<file path="src/rtl/lcd_4bits_reader.sv">
// Reads one byte from a 4-bit HD44780-style LCD bus as two E-strobed nibbles.
// Optional busy polling is enabled by defining LCD_READER_BUSY_POLL_EN.
module lcd_4bits_reader #(
  parameter int unsigned SETUP_CYC  = 2,
  parameter int unsigned E_HIGH_CYC = 20,
  parameter int unsigned GAP_CYC    = 50
) (
  input  logic       clock,
  input  logic       reset,
  input  logic       start,
  input  logic       rs,
  input  logic       poll,
  input  logic [3:0] SF_D,
  output logic       LCD_E,
  output logic       LCD_RS,
  output logic       LCD_RW,
  output logic       bus_req,
  output logic       ready,
  output logic [7:0] data,
  output logic       valid,
  output logic       timeout
);

  localparam int unsigned MAX_A   = (SETUP_CYC > E_HIGH_CYC) ? SETUP_CYC : E_HIGH_CYC;
  localparam int unsigned MAX_CYC = (MAX_A > GAP_CYC) ? MAX_A : GAP_CYC;
  localparam int unsigned CNT_W   = (MAX_CYC > 1) ? $clog2(MAX_CYC) : 1;

  localparam logic [2:0] IDLE  = 3'd0;
  localparam logic [2:0] SETUP = 3'd1;
  localparam logic [2:0] E_HI1 = 3'd2;
  localparam logic [2:0] GAP1  = 3'd3;
  localparam logic [2:0] E_HI2 = 3'd4;
  localparam logic [2:0] GAP2  = 3'd5;
  localparam logic [2:0] DONE  = 3'd6;

  logic [2:0]       state;
  logic [2:0]       state_next;
  logic [CNT_W-1:0] cnt;
  logic [CNT_W-1:0] cnt_next;
  logic [3:0]       nib_hi;
  logic [3:0]       nib_lo;
  logic             last_c;
  logic             xfer_c;
  logic             repoll_c;
  logic             rs_sel_c;

  assign last_c = (cnt == '0);

`ifdef LCD_READER_BUSY_POLL_EN
  logic       poll_mode;
  logic [9:0] poll_cnt;

  // Busy polls always read the busy flag register.
  assign rs_sel_c = rs & ~poll;
  assign repoll_c = poll_mode && nib_hi[3] && (poll_cnt != 10'd1023);

  // Poll bookkeeping: poll_cnt is the number of completed reads minus one.
  always_ff @(posedge clock) begin
    if (!reset) begin
      poll_mode <= 1'b0;
      poll_cnt  <= 10'd0;
      timeout   <= 1'b0;
    end else begin
      timeout <= (state == GAP2) && last_c && !repoll_c && poll_mode && nib_hi[3];
      if (state == IDLE && start) begin
        poll_mode <= poll;
        poll_cnt  <= 10'd0;
      end else if (state == GAP2 && last_c && repoll_c) begin
        poll_cnt <= poll_cnt + 10'd1;
      end
    end
  end
`else
  logic unused_poll;

  assign unused_poll = poll;
  assign rs_sel_c    = rs;
  assign repoll_c    = 1'b0;
  assign timeout     = 1'b0;
`endif

  // Next state; the shared down-counter is reloaded on every state entry.
  always_comb begin
    state_next = state;
    cnt_next   = last_c ? cnt : cnt - CNT_W'(1);
    xfer_c     = 1'b0;
    case (state)
      IDLE: begin
        if (start) begin
          state_next = SETUP;
          cnt_next   = CNT_W'(SETUP_CYC - 1);
        end
      end
      SETUP: begin
        if (last_c) begin
          state_next = E_HI1;
          cnt_next   = CNT_W'(E_HIGH_CYC - 1);
        end
      end
      E_HI1: begin
        if (last_c) begin
          state_next = GAP1;
          cnt_next   = CNT_W'(GAP_CYC - 1);
        end
      end
      GAP1: begin
        if (last_c) begin
          state_next = E_HI2;
          cnt_next   = CNT_W'(E_HIGH_CYC - 1);
        end
      end
      E_HI2: begin
        if (last_c) begin
          state_next = GAP2;
          cnt_next   = CNT_W'(GAP_CYC - 1);
        end
      end
      GAP2: begin
        if (last_c) begin
          if (repoll_c) begin
            state_next = SETUP;
            cnt_next   = CNT_W'(SETUP_CYC - 1);
          end else begin
            state_next = DONE;
            cnt_next   = '0;
          end
        end
      end
      DONE: begin
        state_next = IDLE;
        cnt_next   = '0;
      end
      default: begin
        state_next = IDLE;
        cnt_next   = '0;
      end
    endcase
    xfer_c = (state_next == SETUP) || (state_next == E_HI1) || (state_next == GAP1) ||
             (state_next == E_HI2) || (state_next == GAP2);
  end

  // State, nibble capture and registered pin/status outputs.
  always_ff @(posedge clock) begin
    if (!reset) begin
      state   <= IDLE;
      cnt     <= '0;
      nib_hi  <= 4'h0;
      nib_lo  <= 4'h0;
      LCD_E   <= 1'b0;
      LCD_RS  <= 1'b0;
      LCD_RW  <= 1'b0;
      bus_req <= 1'b0;
      ready   <= 1'b1;
      data    <= 8'h00;
      valid   <= 1'b0;
    end else begin
      state <= state_next;
      cnt   <= cnt_next;
      if (state == E_HI1 && last_c) nib_hi <= SF_D;
      if (state == E_HI2 && last_c) nib_lo <= SF_D;
      if (state_next == DONE) data <= {nib_hi, nib_lo};
      if (state == IDLE && start) begin
        LCD_RS <= rs_sel_c;
      end else if (!xfer_c) begin
        LCD_RS <= 1'b0;
      end
      LCD_E   <= (state_next == E_HI1) || (state_next == E_HI2);
      LCD_RW  <= xfer_c;
      bus_req <= xfer_c;
      ready   <= (state_next == IDLE);
      valid   <= (state_next == DONE);
    end
  end

endmodule

</file>
<file path="config.mk">
export PLATFORM = sky130hd
export DESIGN_NAME = lcd_4bits_reader
export DESIGN_NICKNAME = d
export VERILOG_FILES = /design/src/rtl/lcd_4bits_reader.sv
export SDC_FILE = /design/constraint.sdc
export NUM_CORES = 1
export LEC_CHECK = 0
export BUFFER_PORTS_ARGS = -buffer_cell sky130_fd_sc_hd__buf_2
export CAP_MARGIN = 10
export CORE_MARGIN = 2
export CORE_UTILIZATION = 37
export CTS_BUF_LIST = sky130_fd_sc_hd__clkbuf_8
export DETAILED_ROUTE_END_ITERATION = 12
export PLACE_DENSITY = 0.58
export SETUP_SLACK_MARGIN = 0.4
export SLEW_MARGIN = 20
export SYNTH_ARGS = -nofsm -noshare
export SYNTH_HDL_FRONTEND = slang
export SYNTH_SLANG_ARGS = --single-unit
</file>
<file path="constraint.sdc">
create_clock -name clock -period 3.07 [get_ports clock]
set_clock_uncertainty 0.1 [all_clocks]
set_input_delay 0 -clock clock [delete_from_list [all_inputs] [get_ports clock]]
set_output_delay 0 -clock clock [all_outputs]
set_load 0.03 [all_outputs]
</file>
==> qor.log <==
[outcome] outcome complete, no violations
[clock_network] sinks on the clock net 30
[route] iteration-0 DRC count of the detailed router 69
[cells_and_area] area taken by flip-flops and latches 601 um^2
[hold_path] worst hold path stage count 2
[worst_setup_path] worst-path fanout max 7
[cells_and_area] ratio of cells with drive above 1 in the final layout 19.1%
[route] antenna-violating nets left 0
[synth] most instantiated flip-flop cell in the synthesis netlist sky130_fd_sc_hd__dfxtp_1
[timing] headroom to the max-slew limit 66.3%
[pwr] power density normalized to cell area 892 nW/um^2
[floorplanning] overall die height 64.2 um
[route] average wire per cell in the routed design 12.0 um
[grt] overflow left after global routing 0
[route] via/cell ratio 5.02
[pwr] VDD IR max 0.000289 V
[worst_setup_path] Arrival @ worst endpoint 2.55 ns
[grt] met2 Track Usage GR 23.7%
[synth] post-synthesis sequential area ratio 44.8%
[cells_and_area] Non-Filler Instances 229
[route] detailed-routing iteration count for the pre-antenna-repair pass 4
[grt] total global routing track utilization 14.8%
[clock_network] CTS Root Buffer Type sky130_fd_sc_hd__clkbuf_8
[cells_and_area] Filler cells 344
[floorplanning] core area 3420 um^2
[pwr] Leakage 0.000742 uW
[grt] global-route layer with the greatest usage met2
[synth] Synthesis Warnings 0
[route] sum of routed wire length over all layers 2.75 mm
[route] count of vias placed by the detailed router 1149
[synth] number of standard cells after synthesis 151
[placement] routability congestion estimate 0.795
[clock_network] clk_lat worst skew 0.28 ns
[grt] vias in the first global route 1083
[worst_setup_path] kind of start point of the critical path flip-flop
[grt] met1 capacity usage during global routing 18.2%
[clock_network] Bufs on Longest Clock Path 2
[worst_setup_path] critical setup path kind reg -> reg
[cells_and_area] area of combinational cells with multiple inputs 664 um^2
[synth] number of enable-type register cells in the synthesized netlist 0
[floorplanning] Die ar. 4120 um^2
[floorplanning] total I/O pin count 24
[placement] Detailed Place HPWL 1.87 mm
[synth] Net Count, Synth 163
[hold_path] type of the tightest min-delay check in -> reg
[clock_network] TritonCTS clock tree built
[placement] count of input and output buffers 21
[timing] portion of the clock cycle consumed by the worst path in the final layout 80.6%
[route] DRC violation count after routing 0
[floorplanning] horizontal die dimension 64.2 um
[synth] Post-synth ARST share 0%
[placement] Placed Cells 210
[clock_network] cts bufs inserted 5
[synth] average size of a mapped cell 8.88 um^2
[grt] initial antenna violation count 0
[run] max-cap violations 0
[cells_and_area] number of diodes added for antenna fixing 0
[pwr] overall power 1490 uW
[synth] post-synthesis instance area 1340 um^2
[worst_setup_path] data required time at the worst endpoint 3.15 ns
[synth] count of different cell masters after synthesis 34
[timing] minimum clock period after layout 2.48 ns
[cells_and_area] Syn-to-layout area delta 24.5%
[timing] max-slew violation count 0
[timing] setup violation total in the final timing report 0
[timing] Fmax achieved 404 MHz
[worst_setup_path] Worst Setup End Kind flip-flop
[grt] pin count of the biggest net entering global routing 18
[clock_network] Clock H-tree levels 2
[grt] first-pass GRT wire length 4.71 mm
[timing] Worst Tran Pin Value 0.505 ns
[worst_setup_path] depth of the worst register-to-register path 10
[floorplanning] Site Rows 21
[floorplanning] initial core utilization 39.3%
[clock_network] clock slew at reported path FFs 0.07 ns
[timing] number of hold violations in the final report 0
[placement] worst setup slack after placement 0.574 ns
[timing] RSZ-0062 raised after global routing no
[cells_and_area] utilization of the core after routing 48.9%
[timing] total negative setup slack 0 ns
[grt] met3 Track Usage GR 5.28%
[timing] Worst Setup Slack, final 0.595 ns
[cells_and_area] post-layout net count 194
[synth] post-synthesis register bit count 30
-- Yosys cell counts (all sizes together), types with 4 or more instances --
| cell | count | share of area (%) |
|---|---|---|
| mux2i | 12 | 9.0 |
| nor3 | 6 | 2.2 |
| o21ai | 12 | 4.5 |
| nand3 | 7 | 2.6 |
| clkbuf | 6 | 1.7 |
| nor2 | 21 | 6.4 |
| nand2b | 4 | 1.9 |
| nand2 | 9 | 2.5 |
| a31oi | 4 | 1.9 |
| dfxtp | 30 | 45 |
| a21oi | 4 | 1.5 |
| inv | 7 | 2.0 |
-- cell usage in the layout, fill, tap and decap left out, types with 2 or more instances in the layout --
cell type	count
sky130_fd_sc_hd__dfxtp_1	30
sky130_fd_sc_hd__buf_2	21
sky130_fd_sc_hd__nor2_1	20
sky130_fd_sc_hd__o21ai_0	12
sky130_fd_sc_hd__mux2i_1	12
sky130_fd_sc_hd__dlygate4sd3_1	11
sky130_fd_sc_hd__nand2_1	9
sky130_fd_sc_hd__inv_1	7
sky130_fd_sc_hd__nand3_1	7
sky130_fd_sc_hd__nor3_1	6
sky130_fd_sc_hd__clkbuf_8	6
sky130_fd_sc_hd__a21oi_1	4
sky130_fd_sc_hd__nand2b_1	4
sky130_fd_sc_hd__a31oi_1	4
sky130_fd_sc_hd__o21a_1	3
sky130_fd_sc_hd__nand4_1	2
sky130_fd_sc_hd__nor3b_1	2
sky130_fd_sc_hd__xnor2_1	2
sky130_fd_sc_hd__ha_1	2
-- layout make-up --
class | instances | area share [%]
inverter | 8 | 1.80
tap | 46 | 3.45
multi-input combinational | 104 | 39.8
timing repair buffer | 33 | 13.3
clock inverter | 2 | 0.749
clock buffer | 6 | 4.94
sequential | 30 | 36.0
-- kinds of logic (layout without fill, tap and decap cells) --
group                    after synthesis  after routing  share of synthesized area [%]
adder cells (fa/ha/maj)                3              3                           2.80
flip-flops                            30             30                           44.8
buffers and inverters                 17             49                           5.88
other                                  1              1                          0.280
multiplexers                          13             13                           9.80
AND/OR/NAND/NOR                       60             60                           24.3
AO/OA/AOI/OAI                         25             25                           10.9
XOR/XNOR                               2              2                           1.31
-- state kept, by name, summed over array words and instances (netlist names) --
register,cells
state,3
data,8
nib_hi,4
LCD_RS,1
LCD_E,1
ready,1
valid,1
nib_lo,4
cnt,6
bus_req,1
-- path summary, 6_finish.rpt --
path	from	end	slack [ns]
min	start	ready	0.007
max	cnt[0]	cnt[0]	0.59
min reg2reg	nib_hi[3]	nib_hi[3]	0.36
max reg2reg	cnt[0]	cnt[0]	0.59
-- what timing repair did --
action	4_1_cts	5_1_grt
hold endpoints to repair	12	0
setup endpoints to repair	0	2
hold buffers	11	0
setup buffers	0	0
resized for setup	0	1
-- worst max-delay path: stages (launching register included) --
cell and delay [ns]:
sky130_fd_sc_hd__dfxtp_1 0.34, sky130_fd_sc_hd__inv_1 0.09, sky130_fd_sc_hd__ha_2 0.23, sky130_fd_sc_hd__or4b_4 0.52, sky130_fd_sc_hd__nor2_4 0.19, sky130_fd_sc_hd__inv_1 0.15, sky130_fd_sc_hd__ha_1 0.30, sky130_fd_sc_hd__inv_1 0.03
sky130_fd_sc_hd__o21ai_0 0.13, sky130_fd_sc_hd__a21oi_1 0.09, sky130_fd_sc_hd__o21a_1 0.19
-- per-layer routing --
layer,vias up,wire length (um)
li1,584,-
met1,534,1360
met2,29,1240
met3,2,134
met4,0,14
met5,-,0
-- per-stage QoR --
step | hold WS (ns) | cell area (um^2)
final | 0.00719 | 1670
after global routing | 0.0151 | 1670
after CTS | 0.00527 | 1670
after detailed placement | 0.144 | 1460
after global placement | 0.132 | 1460
after floorplan | 0.0304 | 1340
-- where the power goes --
part           switching [uW]  internal (uW)  leakage, uW
logic                     339            254     0.000451
registers                 103            461     0.000244
clock network             154            180    0.0000472
Note: power is estimated with default switching activity, not from simulation.
